$ cat config.mk
export PLATFORM = sky130hd
export DESIGN_NAME = mem_port_arbiter
export DESIGN_NICKNAME = d
export VERILOG_FILES = /design/src/rtl/riscv_defines.sv /design/src/rtl/mem_port_arbiter.sv
export SDC_FILE = /design/constraint.sdc
export NUM_CORES = 1
export LEC_CHECK = 0
export BUFFER_PORTS_ARGS = -buffer_cell sky130_fd_sc_hd__buf_2
export CAP_MARGIN = 20
export CORE_MARGIN = 2
export CORE_UTILIZATION = 41
export DETAILED_ROUTE_END_ITERATION = 10
export MAX_ROUTING_LAYER = met4
export PLACE_DENSITY_LB_ADDON = 0.25
export SYNTH_ARGS = -nofsm -noshare
export SYNTH_HDL_FRONTEND = slang
export SYNTH_SLANG_ARGS = --single-unit
$ cat constraint.sdc
create_clock -name clk -period 1.9 [get_ports clk]
set_clock_uncertainty 0.2 [all_clocks]
set_input_delay 0.38 -clock clk [delete_from_list [all_inputs] [get_ports clk]]
set_output_delay 0.38 -clock clk [all_outputs]
set_load 0.02 [all_outputs]
$ cat src/rtl/riscv_defines.sv
// Shared core type definitions: memory access kinds and the memory port
// arbiter state encoding.
// Exports: memaccess_t, arb_state_t and the raw state encodings.
package riscv_defines;

   // Memory-stage access request kind; any value other than read/write is idle.
   typedef enum logic [1:0] {
      MEM_NOACCESS = 2'b00,
      MEM_READ     = 2'b01,
      MEM_WRITE    = 2'b10
   } memaccess_t;

   // Raw arbiter state encodings, kept for tools that only see bit vectors.
   localparam logic [2:0] ARB_IDLE_ENC   = 3'd0;
   localparam logic [2:0] ARB_D_REQ_ENC  = 3'd1;
   localparam logic [2:0] ARB_D_WAIT_ENC = 3'd2;
   localparam logic [2:0] ARB_I_REQ_ENC  = 3'd3;
   localparam logic [2:0] ARB_I_WAIT_ENC = 3'd4;

   // Unified memory port arbiter states.
   typedef enum logic [2:0] {
      IDLE   = ARB_IDLE_ENC,
      D_REQ  = ARB_D_REQ_ENC,
      D_WAIT = ARB_D_WAIT_ENC,
      I_REQ  = ARB_I_REQ_ENC,
      I_WAIT = ARB_I_WAIT_ENC
   } arb_state_t;

endpackage

$ cat src/rtl/mem_port_arbiter.sv
// mem_port_arbiter: shares one memory bus port between instruction fetch
// and the load/store unit, one outstanding transaction at a time.
// Ports:
//   clk, rst_n                      clock, async active-low reset
//   if_req/if_addr/flush            fetch request and redirect
//   if_rdata/if_ready               fetch response (one-cycle pulse)
//   dm_access/dm_addr/dm_wdata/dm_be data request
//   dm_rdata/dm_ready               data response (one-cycle pulse)
//   bus_req/bus_we/bus_addr/bus_wdata/bus_be, bus_gnt  bus request channel
//   bus_rvalid/bus_rdata            bus response channel
//   stall_f, stall_m                pipeline stage holds
// Optional: define MEM_ARB_PERF_EN to add perf_stall_f_cnt/perf_stall_m_cnt
// stall-cycle counters.
module mem_port_arbiter
   import riscv_defines::*;
#(
   parameter  int unsigned ADDR_W = 32,
   parameter  int unsigned DATA_W = 32,
   localparam int unsigned BE_W   = DATA_W / 8
) (
   input  logic              clk,
   input  logic              rst_n,
   // instruction fetch side
   input  logic              if_req,
   input  logic [ADDR_W-1:0] if_addr,
   input  logic              flush,
   output logic [DATA_W-1:0] if_rdata,
   output logic              if_ready,
   // load/store side
   input  memaccess_t        dm_access,
   input  logic [ADDR_W-1:0] dm_addr,
   input  logic [DATA_W-1:0] dm_wdata,
   input  logic [BE_W-1:0]   dm_be,
   output logic [DATA_W-1:0] dm_rdata,
   output logic              dm_ready,
   // bus side
   output logic              bus_req,
   output logic              bus_we,
   output logic [ADDR_W-1:0] bus_addr,
   output logic [DATA_W-1:0] bus_wdata,
   output logic [BE_W-1:0]   bus_be,
   input  logic              bus_gnt,
   input  logic              bus_rvalid,
   input  logic [DATA_W-1:0] bus_rdata,
`ifdef MEM_ARB_PERF_EN
   output logic [31:0]       perf_stall_f_cnt,
   output logic [31:0]       perf_stall_m_cnt,
`endif
   // hazard unit
   output logic              stall_f,
   output logic              stall_m
);

   arb_state_t        state, state_nxt;
   logic              last_data, last_data_nxt;
   logic              drop, drop_nxt;
   logic              bus_req_nxt, bus_we_nxt;
   logic [ADDR_W-1:0] bus_addr_nxt;
   logic [DATA_W-1:0] bus_wdata_nxt;
   logic [BE_W-1:0]   bus_be_nxt;
   logic [DATA_W-1:0] if_rdata_nxt, dm_rdata_nxt;
   logic              if_ready_nxt, dm_ready_nxt;

   logic              dm_active;
   logic              dm_pend;
   logic              if_pend;
   logic              fetch_first;

   // A requester whose ready is pulsing this cycle may still hold its
   // request; it must not be served a second time.
   assign dm_active   = (dm_access == MEM_READ) || (dm_access == MEM_WRITE);
   assign dm_pend     = dm_active & ~dm_ready;
   assign if_pend     = if_req & ~if_ready;
   // Data has priority unless it was served last and fetch is waiting.
   assign fetch_first = if_pend & (~dm_pend | last_data);

   assign stall_f = if_req & ~if_ready;
   assign stall_m = dm_active & ~dm_ready;

   // Next-state and next-output logic.
   always_comb begin
      state_nxt     = state;
      last_data_nxt = last_data;
      drop_nxt      = drop;
      bus_req_nxt   = bus_req;
      bus_we_nxt    = bus_we;
      bus_addr_nxt  = bus_addr;
      bus_wdata_nxt = bus_wdata;
      bus_be_nxt    = bus_be;
      if_rdata_nxt  = if_rdata;
      dm_rdata_nxt  = dm_rdata;
      if_ready_nxt  = 1'b0;
      dm_ready_nxt  = 1'b0;

      case (state)
         IDLE: begin
            drop_nxt = 1'b0;
            if (fetch_first) begin
               state_nxt     = I_REQ;
               bus_req_nxt   = 1'b1;
               bus_we_nxt    = 1'b0;
               bus_addr_nxt  = if_addr;
               bus_wdata_nxt = '0;
               bus_be_nxt    = '1;
            end else if (dm_pend) begin
               state_nxt     = D_REQ;
               bus_req_nxt   = 1'b1;
               bus_we_nxt    = (dm_access == MEM_WRITE);
               bus_addr_nxt  = dm_addr;
               bus_wdata_nxt = dm_wdata;
               bus_be_nxt    = dm_be;
            end
         end

         D_REQ: begin
            if (bus_gnt) begin
               state_nxt   = D_WAIT;
               bus_req_nxt = 1'b0;
            end
         end

         D_WAIT: begin
            if (bus_rvalid) begin
               state_nxt     = IDLE;
               dm_rdata_nxt  = bus_rdata;
               dm_ready_nxt  = 1'b1;
               last_data_nxt = 1'b1;
            end
         end

         I_REQ: begin
            if (flush) begin
               drop_nxt = 1'b1;
            end
            if (bus_gnt) begin
               state_nxt   = I_WAIT;
               bus_req_nxt = 1'b0;
            end
         end

         I_WAIT: begin
            if (bus_rvalid) begin
               // A flush arriving with the response still discards it.
               state_nxt     = IDLE;
               if_rdata_nxt  = bus_rdata;
               if_ready_nxt  = ~(drop | flush);
               last_data_nxt = 1'b0;
               drop_nxt      = 1'b0;
            end else if (flush) begin
               drop_nxt = 1'b1;
            end
         end

         default: begin
            state_nxt   = IDLE;
            bus_req_nxt = 1'b0;
            drop_nxt    = 1'b0;
         end
      endcase
   end

   // State and registered outputs.
   always_ff @(posedge clk or negedge rst_n) begin
      if (!rst_n) begin
         state     <= IDLE;
         last_data <= 1'b0;
         drop      <= 1'b0;
         bus_req   <= 1'b0;
         bus_we    <= 1'b0;
         bus_addr  <= '0;
         bus_wdata <= '0;
         bus_be    <= '0;
         if_rdata  <= '0;
         dm_rdata  <= '0;
         if_ready  <= 1'b0;
         dm_ready  <= 1'b0;
      end else begin
         state     <= state_nxt;
         last_data <= last_data_nxt;
         drop      <= drop_nxt;
         bus_req   <= bus_req_nxt;
         bus_we    <= bus_we_nxt;
         bus_addr  <= bus_addr_nxt;
         bus_wdata <= bus_wdata_nxt;
         bus_be    <= bus_be_nxt;
         if_rdata  <= if_rdata_nxt;
         dm_rdata  <= dm_rdata_nxt;
         if_ready  <= if_ready_nxt;
         dm_ready  <= dm_ready_nxt;
      end
   end

`ifdef MEM_ARB_PERF_EN
   // Stall-cycle counters; free-running, wrap naturally.
   always_ff @(posedge clk or negedge rst_n) begin
      if (!rst_n) begin
         perf_stall_f_cnt <= 32'd0;
         perf_stall_m_cnt <= 32'd0;
      end else begin
         if (stall_f) begin
            perf_stall_f_cnt <= perf_stall_f_cnt + 32'd1;
         end
         if (stall_m) begin
            perf_stall_m_cnt <= perf_stall_m_cnt + 32'd1;
         end
      end
   end
`endif

endmodule
### After elaboration in Yosys (flattened, before gate mapping)

Cells that the tools add are included.

* bits in latches: 0
* flip-flop bits (word level): 141
* input port bits: 140
* output and inout bits: 138
* memory bits (read-only): 0
* RAM bits: 0
* memories: 0

* multiplexer cells: 28
* bitwise gates (word level): 10
* multiply operators: 0
* reductions and logical operators: 13
* order comparisons: 0
* equality and inequality tests: 13
* $add $sub $neg: 0
* shift-type cells: 0
* div/mod/pow operators: 0

Operator list (count)
* 32-bit 2-to-1 mux: 4
* 3-bit 2-to-1 mux: 5
* 1-bit 2-to-1 mux: 13
* 3-bit case mux with 4 select lines: 1
* 4-bit 2-to-1 mux: 2
* 2-bit != test, second input constant: 4
* 3-bit by 2-bit == test with 1-bit output, second input constant: 2
* 1-bit case mux with 3 select lines: 2
* 2-bit AND reduction: 3
* 3-bit AND reduction: 2
* 2-bit OR reduction: 3
* 1-bit NOT: 5
* 2-bit by 1-bit != test with 1-bit output, second input constant: 2
* 4-bit AND reduction: 1
* 2-bit nonzero test: 2
* 1-bit AND: 3
* 3-bit by 1-bit == test with 1-bit output, second input constant: 1
* 3-bit == test, second input constant: 1
* 3-bit logical NOT: 1
* 3-bit != test, second input constant: 1
* 2-bit by 1-bit == test with 1-bit output, second input constant: 1
* 2-bit == test, second input constant: 1
* 1-bit OR: 2
* 1-bit case mux with 2 select lines: 1
* 1-bit logical OR: 1

### Depth between registers and ports, before layout

* depth in word-level cells: 8
* mapped depth: 8

### Worst setup path before layout

No wires, ideal clock.

* path kind: in2reg
* start: input dm_access[0]
* end: register bus_wdata[24]
* stages: 7
* buffers on the path: 2
* arrival: 1.793 ns
* slack: -0.214 ns
* cell sequence: inv_1 ha_1 nor2_1 o21ai_2 buf_2 buf_2 a22o_1

* word-level cells in the longest chain between the ends: 8

RTL lines
* start: declaration: line mem_port_arbiter.sv:30 `input memaccess_t dm_access,`
* 2-bit by 1-bit == test with 1-bit output or 2-bit == test (tied branches): line mem_port_arbiter.sv:71 `assign dm_active = (dm_access == MEM_READ) || (dm_access == MEM_WRITE);`
* 1-bit logical OR (*): line mem_port_arbiter.sv:71
* 1-bit AND (*)
* via stall_m: line mem_port_arbiter.sv:51 `output logic stall_m`
* 1-bit NOT: line mem_port_arbiter.sv:75 `assign fetch_first = if_pend & (~dm_pend | last_data);`
* 1-bit OR: line mem_port_arbiter.sv:75
* 1-bit AND: line mem_port_arbiter.sv:75
* 2-bit nonzero test (no source line)
* 2-bit AND reduction (no source line)
* end signal: assignment: line mem_port_arbiter.sv:184 `bus_wdata <= bus_wdata_nxt;`
* end: declaration: line mem_port_arbiter.sv:40 `output logic [DATA_W-1:0] bus_wdata,`

Mark *: on every way through the listed nets, which the timed path passes. The rest lies on a longest branch.
A chain may end at the register's enable or synchronous reset.

### Worst setup path in the final report

* start: input dm_access[0]
* end: output stall_m

* word-level cells in the longest chain between the ends: 3

RTL lines
* 2-bit by 1-bit == test with 1-bit output or 2-bit == test (tied branches): line mem_port_arbiter.sv:71
* 1-bit logical OR (*): line mem_port_arbiter.sv:71
* 1-bit AND (*): line mem_port_arbiter.sv:78 `assign stall_m = dm_active & ~dm_ready;`
* end: declaration: line mem_port_arbiter.sv:51

Every way passes the cells marked *; elsewhere a longest branch is shown, timed or not.

==> results_dict.tcl <==
set metrics [dict create \
    drc 0 \
    syn_area_per_cell_um2 12.7 \
    fin_tns_setup_ps 0 \
    first_global_vias 5154 \
    start_util_pct 42.0 \
    dp_hpwl_um 11100 \
    ys.flop_type "dfrtp_1" \
    drt_iter0_markers 273 \
    min_period_ps 1840 \
    numCtsBuffers 17 \
    tightest_slew_ps 348 \
    regToRegSetupSlack_ps 100 \
    cp-end-kind "output port" \
    htree_levels 4 \
    mostFrequentLayoutCells "buf_2, dfrtp_1, dlygate4sd3_1" \
    drive_gt1_share_pct 49.7 \
    ys_seq_area_share_pct 63.4 \
    ys_seq_elements 141 \
    track_usage_pct 23.4 \
    layoutNonFillerInstCount 998 \
    fill_cells 1045 \
    power.density_nw_per_um2 1750 \
    start_kind "input port" \
    r2r_end "if_rdata[10]" \
    clkTransAtPathRegs_ps 60 \
    ir_drop_uv 991 \
    syn-num-nets 580 \
    viasPerCell 4.96 \
    hp-class "in2reg" \
    setup_viol 0 \
    die_w_um 120 \
    synth_edf_count 0 \
    run_status "complete, no violations" \
    layout_commonest_cell "buf_2" \
    cp-endpoint "stall_m" \
    root_buffer "clkbuf_16" \
    grt_max_degree 51 \
    grt_antenna_before_repair 1 \
    reg2reg_from "state[0]" \
    via_count 4949 \
    ys_types 30 \
    die-area_um2 14500 \
    nets 949 \
    dr.pass1.iters 7 \
    overflow 0 \
    die_h_um 120 \
    crit_required_ps 1320 \
    ys_async_sr_fraction_pct 100 \
    numPlacedInstances 887 \
    place.gp.congestion 0.845 \
    crit_start "dm_access[0]" \
    cts_tree "yes" \
    cp_data_arrival_time_ps 1260 \
    worstSkewPairLatency_ps 410 \
    rsz0062_at_grt "no" \
    grt_pass1_wl_um 25500 \
    postRouteAntennaNets 0 \
    core_um2 13200 \
    port_buffers 277 \
    post-route-period-util_pct 97.0 \
    fmax_mhz 542 \
    cp_max_fo 3 \
    final_area_um2 8700 \
    reg2regPathDepth 4 \
    ios 278 \
    slew-limit-headroom_pct 76.7 \
    rows 42 \
    leakage_nw 4.37 \
    synth_cells 439 \
    holdWs_ps 18.0 \
    routed_wl_um 16400 \
    slew_violations 0 \
    max-cap-violations 0 \
    syn_to_final_growth_pct 56.4 \
    wl_per_cell_um 16.5 \
    yosys_warnings 0 \
    clk_path_buf_depth 2 \
    criticalPathCategory "in2out" \
    hold_viol_final 0 \
    synth_area_um2 5560 \
    place_area_um2 7330 \
    cts.sinks 141 \
]
-- routing by layer --
layer / wire, µm / track usage [%] / vias to the layer above
li1: - / - / 2291
met5: 0 / - / -
met3: 1220 / 6.04 / 19
met1: 6600 / 27.0 / 2415
met2: 8300 / 38.8 / 224
met4: 311 / 9.96 / 0
-- worst max-delay path, cell delays in order --
cell    delay (ps)
buf_2          100
inv_1           50
ha_2           320
nor2_4         150
buf_4          120
buf_4          140
-- cells in the mapped netlist (3+ instances only) --
cell | count | area share [%]
nand2b_1 | 3 | 0.34
o22a_1 | 4 | 0.63
dfrtp_1 | 141 | 63
buf_2 | 14 | 1.3
nand2_1 | 34 | 2.3
buf_4 | 5 | 0.67
clkbuf_1 | 6 | 0.40
a22o_1 | 33 | 5.2
a21oi_1 | 66 | 5.9
nor2_1 | 37 | 2.5
mux2_2 | 64 | 13
a21o_1 | 3 | 0.40
o21ai_0 | 4 | 0.36
buf_6 | 5 | 1.0
-- sequential cells by signal, indices dropped and copies added (netlist names) --
signal / flops
bus_we: 1
dm_ready: 1
if_ready: 1
bus_addr: 32
dm_rdata: 32
bus_be: 4
last_data: 1
bus_req: 1
if_rdata: 32
state: 3
bus_wdata: 32
drop: 1
-- how the worst min path moves through the flow --
| stage | startpoint | end | slack, ps | cells after the start |
|---|---|---|---|---|
| detailed placement | rst_n | if_rdata[11] | 100 | 1 |
| global route | dm_addr[23] | bus_addr[23] | 2 | 3 |
| finish | dm_addr[14] | bus_addr[14] | 20 | 3 |
| global placement | rst_n | if_rdata[11] | 90 | 1 |
| floorplan | rst_n | bus_addr[0] | -120 | 0 |
| CTS | dm_addr[17] | bus_addr[17] | 0.4 | 3 |
-- logic make-up after synthesis --
group	Yosys count	share of synthesized area, %
adders and majority gates	1	0.225
DFF	141	63.4
AOI/OAI and AO/OA	116	13.3
xor gates and xnor gates	1	0.157
buffers and inverters	34	3.62
and+or+nand+nor	82	6.28
muxes	64	13.0
-- area by class of cell --
cell class / instances / area [µm²] / share of cell area (%)
Sequential cell: 141 / 3530 / 40.6
Inverter: 4 / 15.0 / 0.173
Antenna cell: 1 / 2.50 / 0.0288
Multi-Input combinational cell: 264 / 1860 / 21.4
Tap cell: 176 / 220 / 2.53
Clock inverter: 11 / 116 / 1.34
Clock buffer: 21 / 460 / 5.29
Timing Repair Buffer: 380 / 2500 / 28.7
-- power by group --
part	internal (mW)	switching, mW
clock network	1.99	1.24
logic	2.82	3.92
registers	4.46	0.810
-- through the flow --
stage          power (mW)  worst slack, ps  util [%]
2_1_floorplan        9.38            -27.7         -
3_3_place_gp         11.7             -208      55.4
3_5_place_dp         11.9             -314      55.4
4_1_cts              15.3             24.9      65.5
5_1_grt              16.1             11.6      65.7
6_report             15.2             56.7      65.7
-- repair_timing --
| action | in CTS | in global routing |
|---|---|---|
| hold buffers | 75 | 1 |
| endpoints found under the setup margin | 2 | 8 |
| hold endpoints to repair | 209 | 1 |
| resized for setup | 2 | 2 |
| buffers inserted | 1 | 1 |
No activity file was read; power rests on OpenSTA's default activity.
